File: src/rtl/mult_serial_pkg.sv
// Shared types and sizing helpers for the digit-serial multiplier.
package mult_serial_pkg;

  typedef enum logic [1:0] {
    IDLE = 2'b00,
    RUN  = 2'b01,
    DONE = 2'b10
  } state_t;

  localparam int unsigned DIGIT_WIDTH = 2;
  localparam int unsigned PROD_WIDTH  = 4;

  typedef struct packed {
    logic [15:0] digits;
    logic [15:0] idx_width;
  } digit_cfg_t;

  // Digits per operand and the index width needed to walk them (at least 1 bit).
  function automatic digit_cfg_t digit_cfg(input int unsigned data_width);
    digit_cfg_t cfg;
    cfg.digits    = 16'(data_width / DIGIT_WIDTH);
    cfg.idx_width = (cfg.digits > 16'd1) ? 16'($clog2(cfg.digits)) : 16'd1;
    return cfg;
  endfunction

endpackage

File: src/rtl/multiplier_digit_serial_if.sv
// Request/result bundle for the digit-serial multiplier.
interface multiplier_digit_serial_if #(
  parameter int unsigned DATA_WIDTH = 8
);

  logic                    Start_In;
  logic [DATA_WIDTH-1:0]   Data_A_In;
  logic [DATA_WIDTH-1:0]   Data_B_In;
  logic                    Busy_Out;
  logic                    Done_Out;
  logic [2*DATA_WIDTH-1:0] Multiplied_Result_Out;

  modport master (
    output Start_In, Data_A_In, Data_B_In,
    input  Busy_Out, Done_Out, Multiplied_Result_Out
  );

  modport slave (
    input  Start_In, Data_A_In, Data_B_In,
    output Busy_Out, Done_Out, Multiplied_Result_Out
  );

endinterface

File: src/rtl/multiplier_digit_serial_digit_product.sv
// Combinational 2x2-bit unsigned digit product.
module digit_product_2x2
  import mult_serial_pkg::*;
(
  input  logic [DIGIT_WIDTH-1:0] a,
  input  logic [DIGIT_WIDTH-1:0] b,
  output logic [PROD_WIDTH-1:0]  prod_c
);

  assign prod_c = PROD_WIDTH'(a) * PROD_WIDTH'(b);

endmodule

File: src/rtl/multiplier_digit_serial.sv
// Digit-serial unsigned NxN multiplier, one 2x2 digit product per cycle.
// Define MULT_SERIAL_ZERO_SKIP_EN to finish immediately on a zero operand.
module multiplier_digit_serial
  import mult_serial_pkg::*;
#(
  parameter int unsigned DATA_WIDTH = 8
) (
  input logic                      Clock_In,
  input logic                      Reset_n_In,
  multiplier_digit_serial_if.slave bus
);

  localparam digit_cfg_t  CFG  = digit_cfg(DATA_WIDTH);
  localparam int unsigned D    = 32'(CFG.digits);
  localparam int unsigned IW   = 32'(CFG.idx_width);
  localparam int unsigned PW   = 2 * DATA_WIDTH;
  localparam int unsigned SW   = IW + 2;
  localparam logic [IW-1:0] LAST = IW'(D - 1);

  state_t                state, next_state;
  logic [DATA_WIDTH-1:0] a_q, b_q;
  logic [IW-1:0]         i_q, j_q;
  logic [PW-1:0]         acc_q, result_q;
  logic                  busy_q, done_q;
  logic                  busy_d, done_d;

  logic [DIGIT_WIDTH-1:0] a_dig, b_dig;
  logic [PROD_WIDTH-1:0]  prod_c;
  logic [SW-1:0]          shamt;
  logic [PW-1:0]          term, acc_sum;
  logic                   last_step;

`ifdef MULT_SERIAL_ZERO_SKIP_EN
  logic zero_op;
  assign zero_op = (bus.Data_A_In == '0) || (bus.Data_B_In == '0);
`endif

  // Select the current digit pair and place its product at weight 4^(i+j).
  assign a_dig     = DIGIT_WIDTH'(a_q >> {i_q, 1'b0});
  assign b_dig     = DIGIT_WIDTH'(b_q >> {j_q, 1'b0});
  assign shamt     = SW'((SW'(i_q) + SW'(j_q)) << 1);
  assign term      = PW'(prod_c) << shamt;
  assign acc_sum   = acc_q + term;
  assign last_step = (i_q == LAST) && (j_q == LAST);

  digit_product_2x2 u_digit_product (
    .a      (a_dig),
    .b      (b_dig),
    .prod_c (prod_c)
  );

  always_ff @(posedge Clock_In) begin
    if (!Reset_n_In) begin
      state  <= IDLE;
      busy_q <= 1'b0;
      done_q <= 1'b0;
    end else begin
      state  <= next_state;
      busy_q <= busy_d;
      done_q <= done_d;
    end
  end

  always_comb begin
    next_state = state;
    case (state)
      IDLE: begin
        if (bus.Start_In) begin
`ifdef MULT_SERIAL_ZERO_SKIP_EN
          next_state = zero_op ? DONE : RUN;
`else
          next_state = RUN;
`endif
        end
      end
      RUN:     if (last_step) next_state = DONE;
      DONE:    next_state = IDLE;
      default: next_state = IDLE;
    endcase
  end

  // Status flags are registered from the next state so they track the state register.
  always_comb begin
    busy_d = 1'b0;
    done_d = 1'b0;
    busy_d = (next_state != IDLE);
    done_d = (next_state == DONE);
  end

  always_ff @(posedge Clock_In) begin
    if (!Reset_n_In) begin
      a_q      <= '0;
      b_q      <= '0;
      i_q      <= '0;
      j_q      <= '0;
      acc_q    <= '0;
      result_q <= '0;
    end else begin
      case (state)
        IDLE: begin
          if (bus.Start_In) begin
            a_q   <= bus.Data_A_In;
            b_q   <= bus.Data_B_In;
            i_q   <= '0;
            j_q   <= '0;
            acc_q <= '0;
`ifdef MULT_SERIAL_ZERO_SKIP_EN
            if (zero_op) result_q <= '0;
`endif
          end
        end
        RUN: begin
          acc_q <= acc_sum;
          if (i_q == LAST) begin
            i_q <= '0;
            j_q <= last_step ? '0 : j_q + IW'(1);
          end else begin
            i_q <= i_q + IW'(1);
          end
          if (last_step) result_q <= acc_sum;
        end
        default: ;
      endcase
    end
  end

  assign bus.Busy_Out              = busy_q;
  assign bus.Done_Out              = done_q;
  assign bus.Multiplied_Result_Out = result_q;

endmodule

File: src/flat_wrapper.sv
// flat-port wrapper written by rule: the top's interface ports become plain ports
module multiplier_digit_serial_flat import mult_serial_pkg::*;
#(
  parameter int unsigned DATA_WIDTH = 8
)
  (Clock_In, Reset_n_In, bus_Start_In, bus_Data_A_In, bus_Data_B_In, bus_Busy_Out, bus_Done_Out, bus_Multiplied_Result_Out);
  multiplier_digit_serial_if #(.DATA_WIDTH(DATA_WIDTH)) bus_i ();
  input logic Clock_In;
  input logic Reset_n_In;
  input wire logic [$bits(bus_i.Start_In)-1:0] bus_Start_In;
  input wire logic [$bits(bus_i.Data_A_In)-1:0] bus_Data_A_In;
  input wire logic [$bits(bus_i.Data_B_In)-1:0] bus_Data_B_In;
  output wire logic [$bits(bus_i.Busy_Out)-1:0] bus_Busy_Out;
  output wire logic [$bits(bus_i.Done_Out)-1:0] bus_Done_Out;
  output wire logic [$bits(bus_i.Multiplied_Result_Out)-1:0] bus_Multiplied_Result_Out;
  assign bus_i.Start_In = bus_Start_In;
  assign bus_i.Data_A_In = bus_Data_A_In;
  assign bus_i.Data_B_In = bus_Data_B_In;
  assign bus_Busy_Out = bus_i.Busy_Out;
  assign bus_Done_Out = bus_i.Done_Out;
  assign bus_Multiplied_Result_Out = bus_i.Multiplied_Result_Out;
  multiplier_digit_serial #(.DATA_WIDTH(DATA_WIDTH)) u_core (.Clock_In(Clock_In), .Reset_n_In(Reset_n_In), .bus(bus_i));
endmodule
File: config.mk
export PLATFORM = sky130hd
export DESIGN_NAME = multiplier_digit_serial_flat
export DESIGN_NICKNAME = d
export VERILOG_FILES = /design/src/rtl/mult_serial_pkg.sv /design/src/rtl/multiplier_digit_serial_if.sv /design/src/rtl/multiplier_digit_serial_digit_product.sv /design/src/rtl/multiplier_digit_serial.sv /design/src/flat_wrapper.sv
export SDC_FILE = /design/constraint.sdc
export NUM_CORES = 1
export LEC_CHECK = 0
export CORE_ASPECT_RATIO = 0.8
export CORE_MARGIN = 2
export CORE_UTILIZATION = 25
export DETAILED_ROUTE_END_ITERATION = 8
export DONT_BUFFER_PORTS = 1
export HOLD_SLACK_MARGIN = 0.1
export PLACE_DENSITY = 0.46
export SYNTH_ARGS = -nofsm -noshare
export SYNTH_HDL_FRONTEND = slang
export SYNTH_SLANG_ARGS = --single-unit
File: constraint.sdc
create_clock -name Clock_In -period 3.3 [get_ports Clock_In]
set_input_delay 0.66 -clock Clock_In [delete_from_list [all_inputs] [get_ports Clock_In]]
set_output_delay 0.66 -clock Clock_In [all_outputs]
set_load 0.05 [all_outputs]
Word level (Yosys, flattened, before mapping)

Cells that the tools add are included.

Add/sub/neg operators: 4
Multiply operators: 1
Div/mod/pow operators: 0
$lt $le $gt $ge: 0
Eq/ne operators: 6
Shift-type cells: 3
Mux-type cells: 11
Bitwise operators: 0
Reduce and logical (&&, ||, !) cells: 8

Operators by type and width:

| kind                                                                     | number |
|---|---|
| 16-bit case mux with 2 select lines                                      | 1 |
| 16-bit adder                                                             | 1 |
| 16-bit 2-to-1 mux                                                        | 1 |
| 4-bit by 4-bit << shifter with 16-bit output                             | 1 |
| 8-bit by 3-bit >> shifter with 2-bit output                              | 2 |
| 2-bit 2-to-1 mux                                                         | 6 |
| 2-bit case mux with 2 select lines                                       | 3 |
| 2-bit == test (second input constant)                                    | 3 |
| 2-bit AND reduction                                                      | 3 |
| 2-bit by 1-bit adder with 2-bit output (second input constant)           | 2 |
| 2-bit by 2-bit multiplier with 4-bit output                              | 1 |
| 2-bit nonzero test                                                       | 2 |
| 2-bit by 2-bit adder with 3-bit output                                   | 1 |
| 3-bit AND reduction                                                      | 1 |
| 2-bit by 1-bit == test with 1-bit output (second input constant)         | 1 |
| 2-bit zero test                                                          | 1 |
| 2-bit by 1-bit inequality test with 1-bit output (second input constant) | 1 |
| 2-bit inequality test (second input constant)                            | 1 |
| 1-bit logical AND                                                        | 1 |

Bits in registers: 56
Latch bits: 0
RAM bits: 0
Memory bits (read-only): 0
Bits of input ports: 19
Logic and storage cells: 42
Memories: 0

Logic depth before layout (Yosys ltp)

Depth after elaboration: 5
Mapped depth: 15
Mapped depth without buffers: 14

Modules after synthesis

A second synthesis with hierarchy kept.

Cell total of the unflattened synthesis: 375
Area total of the unflattened synthesis: 3086.7 µm²

By module, submodules not included:

| module                  | times used | cells each | area each (µm²) | sequential area each (µm²) |
|---|---|---|---|---|
| multiplier_digit_serial | 1          | 369        | 3036.7          | 1121.1 |
| digit_product_2x2       | 1          | 6          | 50.0            | 0.0 |

Worst setup path after synthesis

No wires, ideal clock.

Kind: register to register
Start: reg u_core.j_q[0]
End: reg u_core.result_q[14], in the netlist u_core.bus.Multiplied_Result_Out[14]
Setup time: 0.133 ns
Arrival time: 3.495 ns
Setup slack: -0.328 ns
Stages on the path, launching flop included: 15
Path buffers: 0
Cells stage by stage: dfxtp_1 > mux4_2 > and2_1 > ha_1 > ha_1 > nor2b_1 > a31oi_1 > nor2_1 > ha_1 > nor2b_1 > o31ai_1 > a211oi_1 > o32ai_1 > xor2_1 > a21oi_1

Cells in the longest elaborated chain, start to end: 4
Elaborated cells between the ends (all ways): 8
Classes of those cells: add/sub (2); mul (1); eq/ne (1); shift (2); reduce/logical (2)

RTL lines:

| element                                      | RTL line                                    | RTL |
|---|---|---|
| start: declaration                           | multiplier_digit_serial.sv:22               | `logic [IW-1:0] i_q, j_q;` |
| start signal: assignment                     | multiplier_digit_serial.sv:116              | `j_q <= last_step ? '0 : j_q + IW'(1);` |
| 8-bit by 3-bit >> shifter with 2-bit output  | multiplier_digit_serial.sv:40               | `assign b_dig = DIGIT_WIDTH'(b_q >> {j_q, 1'b0});` |
| 2-bit by 2-bit multiplier with 4-bit output  | multiplier_digit_serial_digit_product.sv:10 | `assign prod_c = PROD_WIDTH'(a) * PROD_WIDTH'(b);` |
| 4-bit by 4-bit << shifter with 16-bit output | multiplier_digit_serial.sv:42               | `assign term = PW'(prod_c) << shamt;` |
| 16-bit adder                                 | multiplier_digit_serial.sv:43               | `assign acc_sum = acc_q + term;` |
| end signal: assignment                       | multiplier_digit_serial.sv:120              | `if (last_step) result_q <= acc_sum;` |
| end: declaration                             | multiplier_digit_serial.sv:23               | `logic [PW-1:0] acc_q, result_q;` |

Several ways; a longest one is shown, not always the timed one.
A chain may end at the register's enable or synchronous reset.

Final worst setup path

Start: reg u_core.i_q[0]
End: reg u_core.acc_q[12]

Cells in the longest elaborated chain, start to end: 5
Elaborated cells between the ends (all ways): 6
Classes of those cells: add/sub (2); mul (1); shift (2); mux (1)

RTL lines:

| element                                        | RTL line                                    | RTL |
|---|---|---|
| start: declaration                             | multiplier_digit_serial.sv:22               |  |
| start signal: assignment                       | multiplier_digit_serial.sv:118              | `i_q <= i_q + IW'(1);` |
| 8-bit by 3-bit >> shifter with 2-bit output    | multiplier_digit_serial.sv:39               | `assign a_dig = DIGIT_WIDTH'(a_q >> {i_q, 1'b0});` |
| 2-bit by 2-bit multiplier with 4-bit output    | multiplier_digit_serial_digit_product.sv:10 |  |
| 4-bit by 4-bit << shifter with 16-bit output * | multiplier_digit_serial.sv:42               |  |
| 16-bit adder *                                 | multiplier_digit_serial.sv:43               |  |
| 16-bit case mux with 2 select lines *          | multiplier_digit_serial.sv:99               | `case (state)` |
| end signal: assignment                         | multiplier_digit_serial.sv:113              | `acc_q <= acc_sum;` |
| end: declaration                               | multiplier_digit_serial.sv:23               |  |

Every way passes the cells marked *; elsewhere a longest branch is shown, timed or not.

==> impl_metrics.env <==
export IMPL_grt_overflow=0
export IMPL_ff2ff_setup_slack_ps=-100
export IMPL_reg2reg_depth=14
export IMPL_max_stage_delay_ps=520
export IMPL_crit_chain="mux4_2 -> and2_4 -> ha_4 -> ha_4 -> nor2b_4 -> a31oi_4 -> nor2_2 -> ha_1 -> nor2b_4 -> o31ai_4 -> a22o_1 -> o31a_1 -> xor2_1 -> o21ai_1"
export IMPL_ys_types=43
export IMPL_critPathLaunchType="flip-flop"
export IMPL_grt_max_degree=54
export IMPL_rows=36
export IMPL_antenna_found_initial=0
export IMPL_fill_cells=1235
export IMPL_cts_tree="built"
export IMPL_async_flop_share_pct=0
export IMPL_final_util_pct=35.1
export IMPL_numCtsBuffers=5
export IMPL_final_period_utilization_pct=103
export IMPL_outcome="finished, violations left"
export IMPL_wl_per_cell_um=15.5
export IMPL_boundaryPins=37
export IMPL_die_x_um=129
export IMPL_critical_path_top_delay_family="compound AO/OA/AOI/OAI gates"
export IMPL_vdd_drop_max_mv=0.221
export IMPL_clk_path_buf_depth=2
export IMPL_clock_sinks=56
export IMPL_p_leak_uw=0.00159
export IMPL_holdBufCountCts=0
export IMPL_syn_to_final_growth_pct=37.5
export IMPL_critPathLaunch="u_core.i_q[0]$_SDFFE_PN0P_"
export IMPL_root_buffer="clkbuf_16"
export IMPL_fmax_mhz=294
export IMPL_maxCapViolations=0
export IMPL_register_area_um2=1130
export IMPL_hold_path_depth=2
export IMPL_vias_per_cell=4.84
export IMPL_core_um2=12200
export IMPL_min_from="u_core.acc_q[12]$_SDFFE_PN0P_"
export IMPL_pre_cts_ws_ps=-326
export IMPL_r2r_end="u_core.acc_q[12]$_SDFFE_PN0P_"
export IMPL_dp_hpwl_um=6420
export IMPL_grt_pass1_wl_um=14500
export IMPL_end_kind="flip-flop"
export IMPL_worstPathMaxFanout=3
export IMPL_num_vias=2808
export IMPL_wl_met1_um=4510
export IMPL_crit_slowest_cell="mux4_2"
export IMPL_final_nets=469
export IMPL_ys_flop_type="dfxtp_1"
export IMPL_routed_wl_met2_um=4010
export IMPL_grtUsageTotal_pct=13.7
export IMPL_start_util_pct=25.5
export IMPL_max_slew_margin_pct=61.7
export IMPL_layout_drive_gt1_share_pct=31.8
export IMPL_dieHeight_um=104
export IMPL_ctsHtreeMaxLevel=2
export IMPL_skew_ps=8.21
export IMPL_hold_class="flip-flop to flip-flop"
export IMPL_synth_area_per_cell_um2=8.22
export IMPL_finalHoldViolCount=0
export IMPL_synth_seq_area_share_pct=36.1
export IMPL_grt_pass1_vias=2803
export IMPL_postRouteAntennaNets=0
export IMPL_clkTransAtPathRegs_ps=70
export IMPL_clk_latency_ps=300
export IMPL_yosysWarnings=0
export IMPL_slew_viol_final=0
export IMPL_violations="negative setup slack"
export IMPL_synth_edf_count=0
export IMPL_maxUsedRoutingLayer="met4"
export IMPL_multi_input_area_um2=2260
export IMPL_synth_cells=378
export IMPL_totalWireLength_um=9000
export IMPL_antenna_cells=0
export IMPL_dr_pass1_iters=5
export IMPL_tns_ps=-615
export IMPL_fin_ws_ps=-99.7
export IMPL_cp_required_ps=3480
export IMPL_setup_violations=14
export IMPL_worstHoldEndpoint="u_core.acc_q[12]$_SDFFE_PN0P_"
export IMPL_syn_area_um2=3110
export IMPL_p_per_area_nw_per_um2=322
export IMPL_gp_congestion=0.850
export IMPL_whs_ps=465
export IMPL_drc=0
export IMPL_die_area_um2=13300
export IMPL_syn_nets=420
export IMPL_rsz0062_at_grt="yes"
export IMPL_dr_first_iter_drc_count=146
export IMPL_io_buffers=0
export IMPL_finalInstanceArea_um2=4270
export IMPL_ys_seq_elements=56
export IMPL_worstMarginPinSlew_ps=575
export IMPL_reg2reg_from="u_core.i_q[0]$_SDFFE_PN0P_"
export IMPL_critPathBufInv=0
export IMPL_finalCriticalPeriod_ps=3400
export IMPL_worstSetupPathType="flip-flop to flip-flop"
export IMPL_worstPathArrival_ps=3580
export IMPL_met3_wirelength_um=341
export IMPL_post_dp_cell_area_um2=3650
==> worst max path at each step <==
stage,endpoint,slack [ps],cells after the start
5_1_grt,u_core.acc_q[12]$_SDFFE_PN0P_,-250,14
4_1_cts,u_core.bus.Multiplied_Result_Out[14]$_SDFFE_PN0P_,-220,14
3_3_place_gp,u_core.acc_q[14]$_SDFFE_PN0P_,-260,14
6_report,u_core.acc_q[12]$_SDFFE_PN0P_,-100,14
3_5_place_dp,u_core.acc_q[14]$_SDFFE_PN0P_,-330,14
2_1_floorplan,u_core.bus.Multiplied_Result_Out[11]$_SDFFE_PN0P_,-150,14
==> sequential cells by signal (all words and copies together), names as in the netlist <==
register	cells
u_core.bus.Multiplied_Result_Out	16
u_core.bus.Done_Out	1
u_core.i_q	2
u_core.bus.Busy_Out	1
u_core.j_q	2
u_core.state	2
u_core.b_q	8
u_core.acc_q	16
u_core.a_q	8
==> placed cells by master (no fill, tap or decap), types with 3 or more instances in the layout <==
| master | synthesis | layout |
|---|---|---|
| inv_1 | 8 | 8 |
| xnor2_1 | 5 | 3 |
| mux4_2 | 4 | 4 |
| o211a_1 | 3 | 3 |
| nand2_1 | 77 | 75 |
| and2_1 | 8 | 6 |
| xor2_2 | 0 | 3 |
| nand3_1 | 6 | 6 |
| nand3b_1 | 4 | 4 |
| buf_6 | 0 | 7 |
| nand4_1 | 4 | 4 |
| a21oi_1 | 21 | 12 |
| o21ai_1 | 1 | 11 |
| o21ai_0 | 27 | 14 |
| a22oi_1 | 8 | 8 |
| xor2_1 | 9 | 5 |
| nor2b_1 | 15 | 11 |
| ha_1 | 21 | 13 |
| buf_4 | 0 | 55 |
| ha_4 | 0 | 6 |
| a21boi_0 | 24 | 21 |
| dfxtp_1 | 56 | 54 |
| o31ai_4 | 0 | 3 |
| a21boi_1 | 0 | 3 |
| a21oi_2 | 0 | 8 |
| nor3_1 | 4 | 3 |
| clkbuf_16 | 0 | 6 |
| nor2_2 | 0 | 9 |
| nand2b_1 | 5 | 3 |
| o21ai_2 | 1 | 4 |
| nor2_1 | 19 | 10 |
==> per-layer routing <==
layer | vias up | GRT usage (%)
li1 | 1412 | -
met1 | 1336 | 19.6
met2 | 48 | 20.7
met3 | 12 | 2.38
met4 | 0 | 4.35
met5 | - | 0
==> final cells by class <==
class | instances | area share, %
clock buffers | 6 | 3.52
clock inverters | 2 | 0.381
inverters | 8 | 0.703
multi-input cells | 294 | 53.0
flip-flops and latches | 56 | 26.4
well taps | 152 | 4.45
repair buffers | 62 | 11.5
==> Yosys cell counts (5+ instances only) <==
master	count	share of area [%]
a21oi_1	21	3.4
a21boi_0	24	5.8
nor2b_1	15	3.0
xor2_1	9	2.5
nand3_1	6	0.97
xnor2_1	5	1.4
nand2_1	77	9.3
o21ai_0	27	4.3
ha_1	21	8.5
clkbuf_1	19	2.3
a22oi_1	8	1.9
and2_1	8	1.6
nor2_1	19	2.3
nand2b_1	5	1.0
inv_1	8	0.97
dfxtp_1	56	36
==> worst register-to-register path, stage by stage, from the launching register on <==
cell	delay [ps]
dfxtp_4	370
mux4_2	520
and2_4	190
ha_4	160
ha_4	210
nor2b_4	130
a31oi_4	170
nor2_2	70
ha_1	320
nor2b_4	150
o31ai_4	280
a22o_1	270
o31a_1	250
xor2_1	160
o21ai_1	70
==> where the power goes <==
part | internal [uW] | switching (uW)
Sequential | 689 | 12.9
Clock | 331 | 257
Combinational | 40.8 | 47.0
Total | 1060 | 317
==> cell families after synthesis <==
| group | synth area share (%) |
|---|---|
| multiplexers | 3.22 |
| buffers and inverters | 3.42 |
| flip-flops | 36.1 |
| adder cells (fa/ha/maj) | 9.75 |
| AO/OA/AOI/OAI | 21.9 |
| AND/OR/NAND/NOR | 21.6 |
| XOR/XNOR | 3.95 |
==> through the flow <==
step / std cells / total power (uW)
4_1_cts: 578 / 1400
2_1_floorplan: 378 / 773
6_report: 580 / 1380
5_1_grt: 580 / 1430
3_5_place_dp: 560 / 797
3_3_place_gp: 560 / 796
==> timing repair <==
item	in CTS	in global routing
buffers inserted	10	2
pin swaps	31	29
endpoints found under the setup margin	20	23
gates resized for setup	41	44
endpoints found under the hold margin	0	0
Power figures use the tool's default switching activity.
